## config.mk

```make
export PLATFORM = sky130hd
export DESIGN_NAME = store_buffer
export DESIGN_NICKNAME = d
export VERILOG_FILES = /design/src/rtl/store_buffer_pkg.sv /design/src/rtl/store_buffer_fwd_match.sv /design/src/rtl/store_buffer.sv
export SDC_FILE = /design/constraint.sdc
export NUM_CORES = 1
export LEC_CHECK = 0
export ABC_AREA = 1
export BUFFER_PORTS_ARGS = -buffer_cell sky130_fd_sc_hd__buf_2
export CAP_MARGIN = 20
export CORE_MARGIN = 2
export CORE_UTILIZATION = 30
export DETAILED_ROUTE_END_ITERATION = 7
export GPL_ROUTABILITY_DRIVEN = 0
export PLACE_DENSITY_LB_ADDON = 0.3
export SYNTH_ARGS = -nofsm -noshare
export SYNTH_HDL_FRONTEND = slang
export SYNTH_SLANG_ARGS = --single-unit
```

## constraint.sdc

```tcl
create_clock -name clk_i -period 5.3 [get_ports clk_i]
set_input_delay 0.53 -clock clk_i [delete_from_list [all_inputs] [get_ports clk_i]]
set_output_delay 0.53 -clock clk_i [all_outputs]
set_load 0.1 [all_outputs]
```

## src/rtl/store_buffer_pkg.sv

```systemverilog
// Shared constants and the entry type for the store buffer and its forwarding matcher.
package store_buffer_pkg;
  localparam int SB_DEPTH = 4;
  localparam int SB_AW    = 32;
  localparam int SB_DW    = 32;
  localparam int SB_WAW   = SB_AW - 2;
  localparam int SB_PTR_W = $clog2(SB_DEPTH);

  typedef struct packed {
    logic [SB_WAW-1:0] addr;
    logic [SB_DW-1:0]  data;
  } sb_entry_t;
endpackage

```

## src/rtl/store_buffer_fwd_match.sv

```systemverilog
// Age-ordered load-forwarding scan: walks from the youngest entry (tail-1) back to head.
module sb_fwd_match
  import store_buffer_pkg::*;
#(
  parameter int DEPTH = SB_DEPTH,
  parameter int PW    = $clog2(DEPTH)
) (
  input  sb_entry_t [DEPTH-1:0] i_entries,
  input  logic [DEPTH-1:0]      i_valid,
  input  logic [PW-1:0]         i_head,
  input  logic [PW-1:0]         i_tail,
  input  logic [SB_WAW-1:0]     i_waddr,
  output logic                  o_hit,
  output logic [SB_DW-1:0]      o_data
);

  logic [PW-1:0] w_idx;
  logic          w_stop;

  // First match found while walking backwards is the youngest; the head entry ends the walk.
  always_comb begin
    o_hit  = 1'b0;
    o_data = '0;
    w_idx  = '0;
    w_stop = 1'b0;
    for (int k = 0; k < DEPTH; k++) begin
      w_idx = i_tail - PW'(k + 1);
      if (!w_stop && !o_hit && i_valid[w_idx] && (i_entries[w_idx].addr == i_waddr)) begin
        o_hit  = 1'b1;
        o_data = i_entries[w_idx].data;
      end
      if (w_idx == i_head) w_stop = 1'b1;
    end
  end

endmodule

```

## src/rtl/store_buffer.sv

```systemverilog
// Write buffer between MEM stage and data-memory port 2, with youngest-entry load forwarding.
module store_buffer
  import store_buffer_pkg::*;
#(
  parameter int DEPTH = SB_DEPTH,
  parameter int AW    = SB_AW,
  parameter int DW    = SB_DW
) (
  input  logic          clk_i,
  input  logic          rst_i,
  input  logic          st_valid_i,
  input  logic [AW-1:0] st_addr_i,
  input  logic [DW-1:0] st_data_i,
  output logic          st_ready_o,
  input  logic          ld_valid_i,
  input  logic [AW-1:0] ld_addr_i,
  output logic          ld_hit_o,
  output logic [DW-1:0] ld_data_o,
  input  logic          drain_en_i,
  output logic          mem_write_o,
  output logic [AW-1:0] mem_addr_o,
  output logic [DW-1:0] mem_data_o,
  output logic          empty_o
);

  localparam int PW = $clog2(DEPTH);
  localparam int CW = PW + 1;

  sb_entry_t [DEPTH-1:0] r_mem;
  logic [PW-1:0]         r_head;
  logic [PW-1:0]         r_tail;
  logic [CW-1:0]         r_count;

  logic             w_empty;
  logic             w_accept;
  logic             w_drain;
  logic [DEPTH-1:0] w_valid;
  logic [PW-1:0]    w_age;
  logic             w_fwd_hit;
  logic [DW-1:0]    w_fwd_data;
  logic             w_unused_lsbs;

  assign w_empty       = (r_count == '0);
  assign st_ready_o    = (r_count != CW'(DEPTH));
  assign w_accept      = st_valid_i && st_ready_o;
  assign w_drain       = !w_empty && drain_en_i;
  assign mem_write_o   = w_drain;
  assign mem_addr_o    = {r_mem[r_head].addr, 2'b00};
  assign mem_data_o    = r_mem[r_head].data;
  assign empty_o       = w_empty;
  assign w_unused_lsbs = ^{st_addr_i[1:0], ld_addr_i[1:0]};

  // An entry is pending when its distance from head is below the occupancy count.
  always_comb begin
    w_valid = '0;
    w_age   = '0;
    for (int i = 0; i < DEPTH; i++) begin
      w_age      = PW'(i) - r_head;
      w_valid[i] = ({1'b0, w_age} < r_count);
    end
  end

  sb_fwd_match #(.DEPTH(DEPTH)) u_fwd (
    .i_entries (r_mem),
    .i_valid   (w_valid),
    .i_head    (r_head),
    .i_tail    (r_tail),
    .i_waddr   (ld_addr_i[AW-1:2]),
    .o_hit     (w_fwd_hit),
    .o_data    (w_fwd_data)
  );

  assign ld_hit_o  = ld_valid_i && w_fwd_hit;
  assign ld_data_o = ld_hit_o ? w_fwd_data : '0;

  always_ff @(posedge clk_i or negedge rst_i) begin
    if (!rst_i) begin
      r_mem   <= '0;
      r_head  <= '0;
      r_tail  <= '0;
      r_count <= '0;
    end else begin
      if (w_accept) begin
        r_mem[r_tail] <= '{addr: st_addr_i[AW-1:2], data: st_data_i};
        r_tail        <= r_tail + 1'b1;
      end
      if (w_drain) r_head <= r_head + 1'b1;
      case ({w_accept, w_drain})
        2'b10:   r_count <= r_count + 1'b1;
        2'b01:   r_count <= r_count - 1'b1;
        default: r_count <= r_count;
      endcase
    end
  end

endmodule

```

==> reports/metrics.cfg <==
[clocking]
cts_buffers = 36
clock_sinks = 255
path_clk_slew_ns = 0.05
cts.root.buffer_cell = clkbuf_16
clockBufferDepth = 3
cts_tree = yes
clk_latency_ns = 0.57
htree_levels = 2
hold_buffers = 0

[logic_synthesis]
synth-main-ff-cell = dfrtp_1
synth_top_cell_area_share = 0.3171
synth_edf_count = 0
netlist_area_sq_um = 20120
yosys.area.top_type = dfrtp_1
ys_warn_count = 0
ys_seq_area_frac = 0.3171
ys_types = 38
avgSynthCellArea_sq_um = 6.381
synthTopCellsByCount = nand2_1, o21ai_0, nand3_1
ys_seq_elements = 255
synth_area_leaders = dfrtp_1, nand2_1, o21ai_0, nand3_1, inv_1
syn_inst = 3154
yosysMostFrequentCell = nand2_1
async_reset_ff_frac = 1.000

[grt]
grt_pass1_wl_mm = 113.0
grt_pass1_vias = 19380
grt_usage = 0.2071
gr-total-overflow = 0
grt_max_degree = 253
grt_antenna_before_repair = 12

[setup_path]
cpPeakStageDelay_ns = 0.43
path_common_cell = nand2_1
criticalPathCategory = register to output pin
critPathLaunchType = register
crit_path_end_kind = output pin
worstRegToRegCells = 8
critical_path_required_ns = 4.77
cp.arrival_ns = 4.46
slowest_stage = dfrtp_2
path_cells = inv_6 > ha_2 > inv_6 > nand3_1 > nand2_1 > nand2_1 > nand2_1 > nand2_1 > nor2_1 > nand2_1 > nor2_1 > nand3_2 > nand2_1 > nor2_1 > nand4_2 > buf_4 > nand2_1 > nor2_1 > nor2_4 > buf_12
crit_fanout = 60

[timing]
worst_slew_pin_slew_ns = 1.142
holdWs_ns = 0.08278
finClkSkew_ns = 0.03845
setup_ws_ns = 0.3087
hold_viol = 0
slew_viol_final = 0
rsz0062_at_grt = no
fmax_mhz = 200.4
fin_crit_sh = 0.9418
setup_violations = 0
period_needed_ns = 4.991
max_slew_margin = 0.2384

[drt]
met1_length_mm = 33.14
viasPerCell = 5.119
drt_wl_total_mm = 73.09
drt_iter0_drc = 1737
wl_per_cell_um = 17.77
dr_wl_met2_mm = 33.31
vias = 21060
post-route-drc-count = 0
ant_nets = 0
highest_layer = met5
dr.pass1.iters = 6
routed-wl-met3_mm = 4.610

[floorplan]
core_sq_um = 66100
num_rows = 94
fp.dieArea_sq_um = 69170
start_util = 0.3045
ios = 201
die_w_um = 263
die_h_um = 263

[layout]
fin_nets = 3330
drive_above_1_share = 0.1304
synthToLayoutAreaGrowth_pct = 17.12

[placement]
pre_cts_ws_ns = 0.6616
portBuffers = 194
hpwl_mm = 47.48

[run_status]
status = completed

[worst_hold_path]
hold_class = primary input to asynchronous set/reset pin

[flow_run]
drv_cap = 0

-- kinds of logic (layout without fill, tap and decap cells) --
family / Yosys count / in the layout / synth area share
adders and majority gates: 10 / 10 / 0.006591
and+or+nand+nor: 1716 / 1716 / 0.3482
DFF: 255 / 255 / 0.3171
buffers and inverters: 468 / 556 / 0.09575
muxes: 82 / 82 / 0.04588
xor gates and xnor gates: 32 / 32 / 0.01393
AOI/OAI and AO/OA: 590 / 590 / 0.1724
other: 1 / 9 / 0.0001863
-- cell usage in the layout (no fill, tap or decap), types with 36 or more instances in the layout --
| cell | n |
|---|---|
| buf_2 | 160 |
| nand4_1 | 50 |
| a22oi_1 | 62 |
| clkbuf_16 | 36 |
| o21ai_0 | 409 |
| buf_12 | 41 |
| nor2_1 | 135 |
| nand3_1 | 307 |
| nand2_1 | 1168 |
| mux2_2 | 82 |
| dfrtp_1 | 253 |
| inv_1 | 257 |
| o221ai_1 | 62 |
-- path summary, 6_finish.rpt --
| path | start | to | slack, ns |
|---|---|---|---|
| setup / recovery | r_tail[1]$_DFFE_PN0P_ | ld_data_o[26] | 0.31 |
| hold / removal | rst_i | r_mem[160]$_DFFE_PN0P_ | 0.08 |
| setup reg to reg | r_tail[1]$_DFFE_PN0P_ | r_mem[73]$_DFFE_PN0P_ | 2.25 |
| hold reg to reg | r_count[1]$_DFFE_PN0P_ | r_count[1]$_DFFE_PN0P_ | 0.51 |
| max in group asynchronous | rst_i | r_mem[156]$_DFFE_PN0P_ | 3.97 |
| min in group clk_i | st_data_i[23] | r_mem[147]$_DFFE_PN0P_ | 0.21 |
-- through the flow --
step / std cells / TNS (ns) / instance area, sq um / util
3_5_place_dp: 4040 / 0 / 22300 / 0.3374
3_3_place_gp: 4040 / 0 / 22300 / 0.3374
2_1_floorplan: 3155 / -0.02693 / 20250 / -
4_1_cts: 4102 / 0 / 23460 / 0.3549
6_report: 4114 / 0 / 23570 / 0.3566
5_1_grt: 4111 / 0 / 23560 / 0.3565
-- state kept, by name, summed over array words and instances, names as in the netlist --
signal,flops
r_head,2
r_tail,2
r_count,3
r_mem,248
-- per-layer routing --
layer,up-vias,GRT usage
met1,9747,0.2830
met3,119,0.03414
met5,-,0
li1,10540,-
met2,641,0.3330
met4,8,0.06641
-- worst max-delay path: cells and delay by family (launching register included) --
kind / cells / cell delay, ns
adders and majority gates: 1 / 0.37
DFF: 1 / 0.43
and+or+nand+nor: 15 / 1.88
buffers and inverters: 4 / 1.17
-- cell type report --
cell class	count	area, sq um
clock buffer	50	1003
antenna	7	17.52
fill	7122	42530
tap	864	1081
multi-input combinational	2432	12010
inverter	261	992.2
sequential	255	6386
clock inverter	12	147.6
timing repair buffer	233	1929
-- what timing repair did --
action	4_1_cts	5_1_grt
buffers inserted	0	3
hold endpoints to repair	0	0
resized for setup	0	1
setup endpoints to repair	0	25
Power is left out: the tool's default activity adds up to more than one toggle a clock period on the data nets, which glitch-free logic cannot reach.
